`config.mk`:
```
export PLATFORM = sky130hd
export DESIGN_NAME = tick_stopwatch
export DESIGN_NICKNAME = d
export VERILOG_FILES = /design/src/rtl/tick_stopwatch.sv
export SDC_FILE = /design/constraint.sdc
export NUM_CORES = 1
export LEC_CHECK = 0
export ABC_AREA = 1
export CORE_AREA = 2 2 128 68
export CTS_CLUSTER_DIAMETER = 100
export CTS_CLUSTER_SIZE = 30
export DETAILED_ROUTE_END_ITERATION = 10
export DIE_AREA = 0 0 130 70
export GPL_TIMING_DRIVEN = 0
export SYNTH_ARGS = -nofsm -noshare
export SYNTH_HDL_FRONTEND = slang
export SYNTH_SLANG_ARGS = --single-unit
```
`constraint.sdc`:
```
create_clock -name clkin -period 2.7 [get_ports clkin]
set_clock_uncertainty 0.15 [all_clocks]
set_input_delay 0.54 -clock clkin [delete_from_list [all_inputs] [get_ports clkin]]
set_output_delay 0.54 -clock clkin [all_outputs]
set_load 0.01 [all_outputs]
```
`src/rtl/tick_stopwatch.sv`:
```
// MM:SS stopwatch counting TICKS_PER_SEC tick_in rising edges per second, with start/pause and clear buttons.
// Optional STOPWATCH_SEG_EN adds registered active-low 7-segment outputs seg0..seg3.
module tick_stopwatch #(
  parameter int TICKS_PER_SEC = 1000
) (
  input  logic       clkin,
  input  logic       rst_n,
  input  logic       tick_in,
  input  logic       start_btn,
  input  logic       clr_btn,
  output logic [3:0] sec_lo,
  output logic [3:0] sec_hi,
  output logic [3:0] min_lo,
  output logic [3:0] min_hi,
  output logic       running,
  output logic       wrap
`ifdef STOPWATCH_SEG_EN
  ,
  output logic [6:0] seg0,
  output logic [6:0] seg1,
  output logic [6:0] seg2,
  output logic [6:0] seg3
`endif
);

  typedef enum logic [1:0] {IDLE, RUN, PAUSE} state_t;

  localparam logic [15:0] SUB_MAX = 16'(TICKS_PER_SEC - 1);

  state_t      state_reg, state_next;
  logic        tick_q, start_q, clr_q;
  logic        tick_rise, start_press, clr_press;
  logic        advance, sec_done;
  logic [15:0] sub_cnt_reg, sub_cnt_next;
  logic [3:0]  dig_reg  [4];
  logic [3:0]  dig_next [4];
  logic        wrap_reg, wrap_next;
  logic        running_reg;

  assign tick_rise   = tick_in & ~tick_q;
  assign start_press = start_btn & ~start_q;
  assign clr_press   = clr_btn & ~clr_q;
  assign advance     = (state_reg == RUN) && tick_rise;
  assign sec_done    = advance && (sub_cnt_reg == SUB_MAX);

  always_comb begin
    state_next = state_reg;
    if (clr_press) begin
      state_next = IDLE;
    end else if (start_press) begin
      case (state_reg)
        IDLE:    state_next = RUN;
        RUN:     state_next = PAUSE;
        PAUSE:   state_next = RUN;
        default: state_next = IDLE;
      endcase
    end
  end

  // Digit order 0..3 = sec_lo, sec_hi, min_lo, min_hi; tens digits roll at 5.
  always_comb begin
    logic carry;
    sub_cnt_next = sub_cnt_reg;
    wrap_next    = 1'b0;
    carry        = sec_done;
    for (int i = 0; i < 4; i++) begin
      dig_next[i] = dig_reg[i];
      if (carry) begin
        if (dig_reg[i] >= ((i % 2 == 1) ? 4'd5 : 4'd9)) begin
          dig_next[i] = 4'd0;
        end else begin
          dig_next[i] = dig_reg[i] + 4'd1;
          carry       = 1'b0;
        end
      end
    end
    if (advance) begin
      sub_cnt_next = sec_done ? 16'd0 : sub_cnt_reg + 16'd1;
    end
    wrap_next = carry;
    if (clr_press) begin
      sub_cnt_next = 16'd0;
      wrap_next    = 1'b0;
      for (int i = 0; i < 4; i++) dig_next[i] = 4'd0;
    end
  end

  // Button history resets high so a button held through reset is not a press.
  always_ff @(posedge clkin or negedge rst_n) begin
    if (!rst_n) begin
      state_reg   <= IDLE;
      tick_q      <= 1'b0;
      start_q     <= 1'b1;
      clr_q       <= 1'b1;
      sub_cnt_reg <= 16'd0;
      wrap_reg    <= 1'b0;
      running_reg <= 1'b0;
      for (int i = 0; i < 4; i++) dig_reg[i] <= 4'd0;
    end else begin
      state_reg   <= state_next;
      tick_q      <= tick_in;
      start_q     <= start_btn;
      clr_q       <= clr_btn;
      sub_cnt_reg <= sub_cnt_next;
      wrap_reg    <= wrap_next;
      running_reg <= (state_next == RUN);
      for (int i = 0; i < 4; i++) dig_reg[i] <= dig_next[i];
    end
  end

  assign sec_lo  = dig_reg[0];
  assign sec_hi  = dig_reg[1];
  assign min_lo  = dig_reg[2];
  assign min_hi  = dig_reg[3];
  assign running = running_reg;
  assign wrap    = wrap_reg;

`ifdef STOPWATCH_SEG_EN
  function automatic logic [6:0] seg7(input logic [3:0] d);
    case (d)
      4'd0:    seg7 = 7'b1000000;
      4'd1:    seg7 = 7'b1111001;
      4'd2:    seg7 = 7'b0100100;
      4'd3:    seg7 = 7'b0110000;
      4'd4:    seg7 = 7'b0011001;
      4'd5:    seg7 = 7'b0010010;
      4'd6:    seg7 = 7'b0000010;
      4'd7:    seg7 = 7'b1111000;
      4'd8:    seg7 = 7'b0000000;
      4'd9:    seg7 = 7'b0010000;
      default: seg7 = 7'b1111111;
    endcase
  endfunction

  logic [6:0] seg_reg [4];

  // Decode the next digit values so segments change on the same edge as the digits.
  genvar gi;
  generate
    for (gi = 0; gi < 4; gi++) begin : g_seg
      always_ff @(posedge clkin or negedge rst_n) begin
        if (!rst_n) seg_reg[gi] <= 7'b1000000;
        else        seg_reg[gi] <= seg7(dig_next[gi]);
      end
    end
  endgenerate

  assign seg0 = seg_reg[0];
  assign seg1 = seg_reg[1];
  assign seg2 = seg_reg[2];
  assign seg3 = seg_reg[3];
`endif

endmodule

```
==> run metrics <==
RSZ-0062 raised after global routing no; initial antenna violation count 0; delay-heaviest family, CP buffers and inverters; Root Driver clkbuf_16; worst slew pin tran 491.4 ps; IO Port Bufs 22; DRC viols 0; Critical Path Max Stage Delay 570 ps; All-Layer GR Usage 13.05%; synthesized flop and latch total 39; Hold Vio Cnt, Final 0; Ports 23; Ys Warns 0; DR vias/cell 4.335; layout cells sized above 1 14.11%; path type of the worst setup path reg2out; Layout area overhead 24.40%; htree depth 2; First-pass DRT Iterations 4; element type at the critical path end output pin; relative slew slack 67.24%; Clock Sinks 39; vias in the first global route 1740; flop2flop setup slack 750 ps; Final min period 2016 ps; critical path's slowest cell clkdlybuf4s50_1; Num CTS Buffers 5; Rows 24; GPL Wtd Cong 0.8912; Worst Path Arrival 1330 ps; RR Endpoint min_hi[3]; Mapped Area 2307 µm²; top cells by area, synth dfrtp_1, nand2_1, ha_1; cells along the critical path clkdlybuf4s50_1; final wirelength 5.274 mm; nets@finish 336; register area 978.4 µm²; post-synthesis sequential area ratio 42.41%; status complete, no violations; CP required 2010 ps; maximum clock frequency 496.0 MHz; pin count of the biggest net entering global routing 22; Die Y 70 µm; Tcrit/Tclk final 74.67%; Detailed Route Iter0 Violations 109; CTS tree done; hold_buf cts 0; PwrDens 654.4 nW/µm²; grt ovf 0; multi-input logic area 1167 µm²; Avg Synthesized Cell Area 8.011 µm²; Final setup viols 0; CTS clk-pin slew, worst paths 60 ps; die width 130 µm; CTS Buffer Depth 2; synthesized net count 306; max-slew violation count 0; final core occ 35.01%; cell count of the worst reg-to-reg path 9; Max VDD drop 0.0002657 V; max cap viols 0; Post-Synthesis Cells 288; Clk Latency, worst-skew pair 290 ps; CP startpoint kind flop; core area 8198 µm²; CP max FO 7; Distinct cells, synth 30; DR WL/cell 12.10 µm; Buffers & Inverters on Critical Path 1; P_leak 1.350 nW; # Post-CTS Setup Buffers 0; commonest non-fill, non-tap cell in the layout nand2_1; Starting Density 28.14%; Placed Area 2696 µm²; first-pass GRT wire length 8.928 mm; Final ANT Viol Nets 0; post_cts resized 0; reg2reg start sec_hi[1]; Post-DP HPWL 4.053 mm; number of antenna diodes 0; post-route design area 2870 µm²; post-route insts no fill 436; Worst Hold Class in2async; die area 9100 µm²; top-area cell type share of the netlist area 40.13%; Filler cells 878; total number of vias 1890; max reg flops 16; Cells after DPL 428; most frequent cells in the layout nand2_1, dfrtp_1, nor2_1; setup TNS 0 ps; Synth area leader dfrtp_1
-- per-stage QoR --
step / hold WS (ps) / worst slack, ps / power, mW
floorplan: 94.41 / 1028 / 0.9977
global placement: 340.9 / -102.0 / 1.166
detailed placement: 347.2 / 458.6 / 1.188
CTS: 67.18 / 676.5 / 1.899
global route: 97.99 / 542.6 / 1.995
finish: 54.29 / 684.0 / 1.878
-- worst max path at each step --
stage               startpoint              end  depth (start not counted)
floorplan            sec_hi[0]        min_hi[0]                         10
global placement         rst_n        min_lo[3]                          1
detailed placement     clr_btn  sub_cnt_reg[14]                         10
CTS                  min_hi[0]        min_hi[0]                          1
global route         sec_hi[0]        min_hi[2]                         10
finish               min_hi[0]        min_hi[0]                          1
-- final cells by class --
| class | count | share of cell area, % |
|---|---|---|
| buffer | 3 | 0.9154 |
| clock buffer | 6 | 4.839 |
| clock inverter | 2 | 1.221 |
| inverter | 36 | 4.708 |
| multi-input combinational | 210 | 40.67 |
| sequential | 39 | 34.09 |
| tap | 117 | 5.100 |
| timing repair buffer | 23 | 8.457 |
-- kinds of logic (layout without fill, tap and decap cells) --
family,after synthesis,count (layout),synth area share (%)
AOI/OAI and AO/OA,26,26,5.748
xor gates and xnor gates,7,7,2.657
adders and majority gates,13,13,7.050
buffers and inverters,39,70,6.995
DFF,39,39,42.41
muxes,1,1,0.4339
and+or+nand+nor,163,163,34.71
-- cell usage after synthesis --
| cell | number |
|---|---|
| nor3_1 | 9 |
| nand3_1 | 19 |
| xor2_1 | 4 |
| nand2_2 | 3 |
| nand3_2 | 2 |
| nor4_1 | 1 |
| inv_2 | 7 |
| nor2_4 | 2 |
| ha_1 | 13 |
| nor3_2 | 1 |
| and3_1 | 1 |
| buf_4 | 2 |
| inv_1 | 29 |
| xnor2_1 | 3 |
| o21ai_0 | 9 |
| buf_6 | 1 |
| nor2_2 | 9 |
| o21ai_1 | 6 |
| nor3b_1 | 3 |
| dfstp_2 | 2 |
| nand4_2 | 1 |
| a21oi_1 | 10 |
| nor2_1 | 36 |
| nand4_1 | 7 |
| nand2_1 | 64 |
| mux2i_1 | 1 |
| o211ai_1 | 1 |
| nand4_4 | 1 |
| nand2_4 | 4 |
| dfrtp_1 | 37 |
-- layer usage --
layer	part of all wire, %	vias to the layer above	wire length (µm)	global-route usage, %
met5	0	-	0	0
met4	1.7	0	90	6.810
met1	57	862	3030	21.29
li1	-	982	-	-
met2	34	41	1783	14.43
met3	7.0	5	369	3.755
-- power by group --
part | switching, mW | total (mW) | internal [mW] | leakage (nW)
Sequential | 0.0914 | 0.746 | 0.655 | 0.515
Clock | 0.242 | 0.701 | 0.459 | 0.0868
Combinational | 0.229 | 0.431 | 0.202 | 0.748
Total | 0.562 | 1.88 | 1.32 | 1.35
Power figures use the tool's default switching activity.
